==> src/rtl/gt_rx_link_sequencer.sv <==
// GT RX link bring-up / supervision sequencer.
// Drives comma realignment and RX elastic-buffer reset, holds TX on IDLE
// until the link is up, then watches for alignment loss and buffer
// over/underflow. A fault before UP costs one retry, and when the retries
// run out the sequencer latches FAILED. A fault while UP only bumps the
// error counter and re-runs bring-up.
module gt_rx_link_sequencer #(
  parameter int g_ALIGN_TIMEOUT    = 4096,
  parameter int g_BLIND_PERIOD     = 10,
  parameter int g_BUF_RESET_CYCLES = 16,
  parameter int g_MAX_RETRIES      = 8
) (
  input  logic        usrclk_i,
  input  logic        rst_i,
  input  logic        enable_i,
  input  logic        clear_i,
  input  logic        gt_ready_i,
  input  logic        rx_aligned_i,
  input  logic [2:0]  rx_bufstatus_i,
  output logic        rx_realign_o,
  output logic        rx_buf_reset_o,
  output logic        tx_force_idle_o,
  output logic        link_up_o,
  output logic        failed_o,
  output logic [2:0]  state_o,
  output logic [3:0]  retry_cnt_o,
  output logic [15:0] err_cnt_o
);

  localparam int c_TMAX0 = (g_ALIGN_TIMEOUT > g_BUF_RESET_CYCLES) ? g_ALIGN_TIMEOUT : g_BUF_RESET_CYCLES;
  localparam int c_TMAX  = (c_TMAX0 > g_BLIND_PERIOD) ? c_TMAX0 : g_BLIND_PERIOD;
  localparam int c_TW    = $clog2(c_TMAX + 1);

  localparam logic [c_TW-1:0] c_ALIGN_LAST = c_TW'(g_ALIGN_TIMEOUT - 1);
  localparam logic [c_TW-1:0] c_BLIND_LAST = c_TW'(g_BLIND_PERIOD - 1);
  localparam logic [c_TW-1:0] c_BUF_LAST   = c_TW'(g_BUF_RESET_CYCLES - 1);
  // Buffer status is not trusted until BLIND has run this many cycles.
  localparam logic [c_TW-1:0] c_BUF_IGNORE = c_TW'(2);

  typedef enum logic [2:0] {
    ST_IDLE       = 3'd0,
    ST_WAIT_READY = 3'd1,
    ST_REALIGN    = 3'd2,
    ST_WAIT_ALIGN = 3'd3,
    ST_BLIND      = 3'd4,
    ST_UP         = 3'd5,
    ST_BUF_RESET  = 3'd6,
    ST_FAILED     = 3'd7
  } state_t;

  state_t          state;
  logic [c_TW-1:0] timer;
  logic            buf_err;
  logic            fault_attempt;
  logic            fault_up;
  logic            last_retry;

  // Only bit 2 (over/underflow) matters; the low status bits are not used.
  logic unused_bufstatus;
  assign unused_bufstatus = ^rx_bufstatus_i[1:0];

  assign buf_err    = rx_bufstatus_i[2];
  assign last_retry = (32'(retry_cnt_o) + 32'd1) == 32'(g_MAX_RETRIES);
  assign state_o    = state;

  // Fault detection for the current cycle: an attempt fault during bring-up, or a link fault while UP.
  always_comb begin
    fault_attempt = 1'b0;
    fault_up      = 1'b0;
    case (state)
      ST_WAIT_ALIGN: fault_attempt = !rx_aligned_i && (timer == c_ALIGN_LAST);
      ST_BLIND:      fault_attempt = !rx_aligned_i || (buf_err && (timer >= c_BUF_IGNORE));
      ST_UP:         fault_up      = !rx_aligned_i || buf_err;
      default: ;
    endcase
  end

  // Sequencer FSM with registered outputs and counters.
  always_ff @(posedge usrclk_i or posedge rst_i) begin
    if (rst_i) begin
      state           <= ST_IDLE;
      timer           <= '0;
      rx_realign_o    <= 1'b0;
      rx_buf_reset_o  <= 1'b0;
      tx_force_idle_o <= 1'b1;
      link_up_o       <= 1'b0;
      failed_o        <= 1'b0;
      retry_cnt_o     <= '0;
      err_cnt_o       <= '0;
    end else begin
      if (!enable_i) begin
        state           <= ST_IDLE;
        timer           <= '0;
        rx_realign_o    <= 1'b0;
        rx_buf_reset_o  <= 1'b0;
        tx_force_idle_o <= 1'b1;
        link_up_o       <= 1'b0;
        failed_o        <= 1'b0;
      end else if (fault_attempt) begin
        timer        <= '0;
        rx_realign_o <= 1'b0;
        if (last_retry) begin
          state          <= ST_FAILED;
          rx_buf_reset_o <= 1'b0;
          failed_o       <= 1'b1;
        end else begin
          state          <= ST_BUF_RESET;
          rx_buf_reset_o <= 1'b1;
          retry_cnt_o    <= retry_cnt_o + 4'd1;
        end
      end else if (fault_up) begin
        state           <= ST_BUF_RESET;
        timer           <= '0;
        rx_buf_reset_o  <= 1'b1;
        link_up_o       <= 1'b0;
        tx_force_idle_o <= 1'b1;
        if (err_cnt_o != 16'hFFFF) err_cnt_o <= err_cnt_o + 16'd1;
      end else begin
        case (state)
          ST_IDLE: begin
            state <= ST_WAIT_READY;
            timer <= '0;
          end
          ST_WAIT_READY: begin
            if (gt_ready_i) begin
              state          <= ST_BUF_RESET;
              timer          <= '0;
              rx_buf_reset_o <= 1'b1;
            end
          end
          ST_BUF_RESET: begin
            if (timer == c_BUF_LAST) begin
              state          <= ST_REALIGN;
              timer          <= '0;
              rx_buf_reset_o <= 1'b0;
              rx_realign_o   <= 1'b1;
            end else begin
              timer <= timer + 1'b1;
            end
          end
          ST_REALIGN: begin
            state <= ST_WAIT_ALIGN;
            timer <= '0;
          end
          ST_WAIT_ALIGN: begin
            if (rx_aligned_i) begin
              state        <= ST_BLIND;
              timer        <= '0;
              rx_realign_o <= 1'b0;
            end else begin
              timer <= timer + 1'b1;
            end
          end
          ST_BLIND: begin
            if (timer == c_BLIND_LAST) begin
              state           <= ST_UP;
              timer           <= '0;
              link_up_o       <= 1'b1;
              tx_force_idle_o <= 1'b0;
              retry_cnt_o     <= '0;
            end else begin
              timer <= timer + 1'b1;
            end
          end
          ST_UP: ;
          ST_FAILED: begin
            if (clear_i) begin
              state    <= ST_IDLE;
              timer    <= '0;
              failed_o <= 1'b0;
            end
          end
          default: state <= ST_IDLE;
        endcase
      end
      // Clear wins over any increment made above in the same cycle.
      if (clear_i) begin
        retry_cnt_o <= '0;
        err_cnt_o   <= '0;
      end
    end
  end

endmodule

==> config.mk <==
export PLATFORM = sky130hd
export DESIGN_NAME = gt_rx_link_sequencer
export DESIGN_NICKNAME = d
export VERILOG_FILES = /design/src/rtl/gt_rx_link_sequencer.sv
export SDC_FILE = /design/constraint.sdc
export NUM_CORES = 1
export LEC_CHECK = 0
export CAP_MARGIN = 20
export CORE_MARGIN = 2
export CORE_UTILIZATION = 30
export CTS_CLUSTER_SIZE = 16
export DETAILED_ROUTE_END_ITERATION = 8
export SYNTH_ARGS = -nofsm -noshare
export SYNTH_HDL_FRONTEND = slang
export SYNTH_SLANG_ARGS = --single-unit
==> constraint.sdc <==
create_clock -name usrclk_i -period 2.5 [get_ports usrclk_i]
set_input_delay 0.5 -clock usrclk_i [delete_from_list [all_inputs] [get_ports usrclk_i]]
set_output_delay 0.5 -clock usrclk_i [all_outputs]
set_load 0.03 [all_outputs]
==> Flow_metrics.wiki, run 1 <==
{| class="wikitable"
! Metric !! Value
|-
| Input/output buffers || 34
|-
| Startpoint kind of the worst setup timing path || register
|-
| Worst slack at placement || -0.2196 ns
|-
| Placement Rows || 33
|-
| Cell taking the most area after synthesis || sky130_fd_sc_hd__dfrtp_1
|-
| CP Buf/Inv Count || 0
|-
| Final-layout worst hold slack || 0.5273 ns
|-
| Met1 wire length || 3.102 mm
|-
| Worst IR drop on VDD || 0.5031 mV
|-
| Max-cap violation count || 0
|-
| Buffer levels on the longest clock path || 2
|-
| Width of the die || 96.35 um
|-
| Total of fill cells in the finished design || 866
|-
| Net Count, Synth || 294
|-
| Die height || 96.35 um
|-
| Number of nets with antenna violations after detailed routing || 0
|-
| Leakage component of the power || 1.343 nW
|-
| Number of warnings printed during yosys synthesis || 0
|-
| TritonCTS clock tree || yes
|-
| Synth-to-Final Area Change || 29.88%
|-
| Most common cell in the netlist || sky130_fd_sc_hd__dfrtp_1
|-
| Worst min-delay path category || register to register
|-
| Total clock buffers created by CTS || 5
|-
| Required arrival time at the worst endpoint || 2.68 ns
|-
| Syn_area_per_cell || 9.138 sq um
|-
| Number of global-route vias before repair || 2,229
|-
| Met3 WL || 259 um
|-
| Maximum fanout along the worst path || 4
|-
| Worst Tran Pin Value || 0.5467 ns
|-
| Final setup violation count || 0
|-
| Area share of the largest cell type after synthesis || 0.3912
|-
| Leading cell types by count after synthesis || 40 x sky130_fd_sc_hd__dfrtp_1, 30 x sky130_fd_sc_hd__nor2_1, 22 x sky130_fd_sc_hd__nand2_1
|-
| Number of DRC markers after the initial detailed-route iteration || 123
|-
| Register area || 1027 sq um
|-
| Cell area after layout || 3323 sq um
|-
| Register clock-pin slew on the reported worst setup and hold paths || 0.09 ns
|-
| Setup clock skew after layout || 0.003833 ns
|-
| Headroom to the max-slew limit || 0.6355
|-
| Highest achievable clock rate || 419.4 MHz
|-
| Detailed-route wire length per cell || 14.36 um
|-
| WS Path Type || register to register
|-
| Delay of the slowest cell on the worst path || 0.60 ns
|-
| Number of placed instances with taps included || 432
|-
| Number of cells produced by synthesis || 280
|-
| Total Wirelength || 6.331 mm
|-
| Status || completed
|-
| Floorplan core area || 8258 sq um
|-
| Total number of vias || 2,256
|-
| Remaining global-route overflow || 0
|-
| Number of nets in the layout || 349
|-
| Cell with the largest stage delay on the worst path || sky130_fd_sc_hd__or4_4
|-
| Area of the multi-input gates || 1441 sq um
|-
| Share of flip-flops with an asynchronous set or reset after synthesis || 1.000
|-
| Register bit count reported by yosys || 41
|-
| Total global-route track usage || 0.1451
|-
| Count of pins over their slew limit || 0
|-
| Maximum number of pins on one net before global-route repair || 42
|-
| Area contributors post-synth || sky130_fd_sc_hd__dfrtp_1 39%, sky130_fd_sc_hd__nor2_1 4.4%, sky130_fd_sc_hd__xnor2_1 3.4%
|-
| Worst Setup Slack, final || 0.1158 ns
|-
| Logic depth of the worst setup path including buffers || 5
|-
| Antenna violations before repair || 0
|-
| Number of cell instances on the worst register-to-register path || 5
|-
| Number of H-tree levels || 2
|-
| Hold Path Stages || 2
|-
| # IOs || 37
|-
| Final Hold Violating Endpoints || 0
|-
| Worst-skew pair later-pin latency || 0.29 ns
|-
| DRC Markers || 0
|-
| Power per Cell Area || 586.1 nW/um^2
|-
| Share of layout cells above drive strength 1 || 0.1518
|-
| Wire length of the first global-routing pass || 10.55 mm
|-
| Proportion of synthesized chip area in sequential cells || 0.4015
|-
| Estimated wirelength of the detail-placed design || 4.554 mm
|-
| Die area || 9283 sq um
|-
| Number of optimization iterations in the first detailed-route pass || 4
|-
| Syn Std Cell Area || 2559 sq um
|-
| Hold-fix buffers at CTS || 0
|-
| Crit path arrival time || 2.56 ns
|-
| Antenna diodes || 0
|-
| Largest delay share family, worst path || simple AND/OR/NAND/NOR gates
|-
| Number of flops mapped to enable cells by yosys || 0
|-
| Critical path endpoint category || register
|-
| Final standard cell count with taps included and fillers excluded || 441
|-
| Routability congestion estimate from global placement || 0.8088
|-
| Number of distinct library cells after synthesis || 55
|-
| Starting Density || 0.3098
|-
| Clock Sinks || 41
|-
| Worst path cell trace || or4_4, nor4_4, o22ai_1, o311ai_4, mux2_1
|-
| Ratio of final minimum period to clock period || 0.9537
|-
| Met2 wire length || 2.934 mm
|-
| Most used DFF post-synth || sky130_fd_sc_hd__dfrtp_1
|-
| Placed instance area || 3178 sq um
|-
| Uppermost metal layer occupied by signal nets || met4
|-
| Minimum period implied by the final worst setup slack || 2.384 ns
|-
| Vias per cell || 5.116
|-
| Root Buffer || sky130_fd_sc_hd__clkbuf_8
|-
| Overall power after layout || 1.948 mW
|}
-- registers in the layout, indices dropped and copies added, names as in the netlist --
signal,count
err_cnt_o,16
timer,13
retry_cnt_o,4
state_o,3
failed_o,1
link_up_o,1
rx_buf_reset_o,1
rx_realign_o,1
tx_force_idle_o,1
-- cell usage in the layout, fill, tap and decap left out, drive strengths merged, types with 2 or more instances in the layout --
cell type,n
a211oi,2
a21oi,4
a2bb2oi,2
a31oi,5
and3,5
and4,4
buf,30
clkbuf,6
clkdlybuf4s50,34
dfrtp,40
ha,5
inv,10
mux2,5
mux2i,3
nand2,22
nand2b,4
nand3,12
nand3b,4
nand4,7
nand4b,2
nor2,30
nor2b,6
nor3,7
nor3b,2
nor4,8
nor4bb,2
o2111ai,7
o211ai,6
o21a,2
o21ai,8
o311ai,3
o32ai,2
or2,4
or3,6
or4,2
xnor2,10
xor2,10
-- worst paths after layout --
check	startpoint	endpoint	slack (ns)
max in group asynchronous	rst_i	tx_force_idle_o$_DFFE_PP1P_	1.48
max reg2reg	timer[12]$_DFFE_PP0P_	state_o[0]$_DFFE_PP0P_	0.12
min reg2reg	tx_force_idle_o$_DFFE_PP1P_	tx_force_idle_o$_DFFE_PP1P_	0.53
min	tx_force_idle_o$_DFFE_PP1P_	tx_force_idle_o$_DFFE_PP1P_	0.53
min in group asynchronous	rst_i	err_cnt_o[0]$_DFFE_PP0P_	0.65
max	timer[12]$_DFFE_PP0P_	state_o[0]$_DFFE_PP0P_	0.12
-- cell type report --
type	instances	area share
clock buffer	6	0.02485
sequential	41	0.3091
timing repair buffer	64	0.1702
clock inverter	2	0.01130
inverter	10	0.01130
multi-input combinational	213	0.4337
tap	105	0.03953
-- metrics by stage --
stage | util | TNS, ns
after floorplan | - | 0
after global placement | 0.3848 | -3.813
after detailed placement | 0.3848 | -3.081
final | 0.4024 | 0
after global routing | 0.4024 | -0.01867
after CTS | 0.3994 | 0
-- timing repair --
action / 4_1_cts / 5_1_grt
resized for setup: 0 / 2
setup endpoints to repair: 0 / 16
setup buffers: 0 / 1
-- routing by layer --
layer	track usage	up-vias
li1	-	1132
met1	0.1980	1079
met2	0.2373	43
met3	0.02819	2
met4	0.03404	0
met5	0	-
-- power breakdown --
group | internal, mW | switching [mW]
Clock | 0.325 | 0.251
Combinational | 0.264 | 0.335
Sequential | 0.699 | 0.0740
-- kinds of logic (layout without fill, tap and decap cells) --
logic type	count (synthesis)	count (layout)	synth area share
buffers and inverters	26	82	0.04206
multiplexers	8	8	0.03374
XOR/XNOR	20	20	0.06846
AO/OA/AOI/OAI	48	48	0.1418
flip-flops	41	41	0.4015
AND/OR/NAND/NOR	132	132	0.2880
adder cells (fa/ha/maj)	5	5	0.02445
-- worst reg2reg max path, cell delays in order (launching register included) --
cell	delay [ns]
sky130_fd_sc_hd__dfrtp_1	0.42
sky130_fd_sc_hd__or4_4	0.60
sky130_fd_sc_hd__nor4_4	0.34
sky130_fd_sc_hd__o22ai_1	0.19
sky130_fd_sc_hd__o311ai_4	0.36
sky130_fd_sc_hd__mux2_1	0.37
Power figures use the tool's default switching activity.
==> inputs of run 2 (changes only) <==
CAP_MARGIN = 30   (was 20)
==> results of run 2 <==
Final layout, timing and power as in run 1 (identical DEF).
==> inputs of run 3 (changes only) <==
CTS_CLUSTER_SIZE = 25   (was 16)
==> results of run 3 <==
Final layout, timing and power as in run 1 (identical DEF).
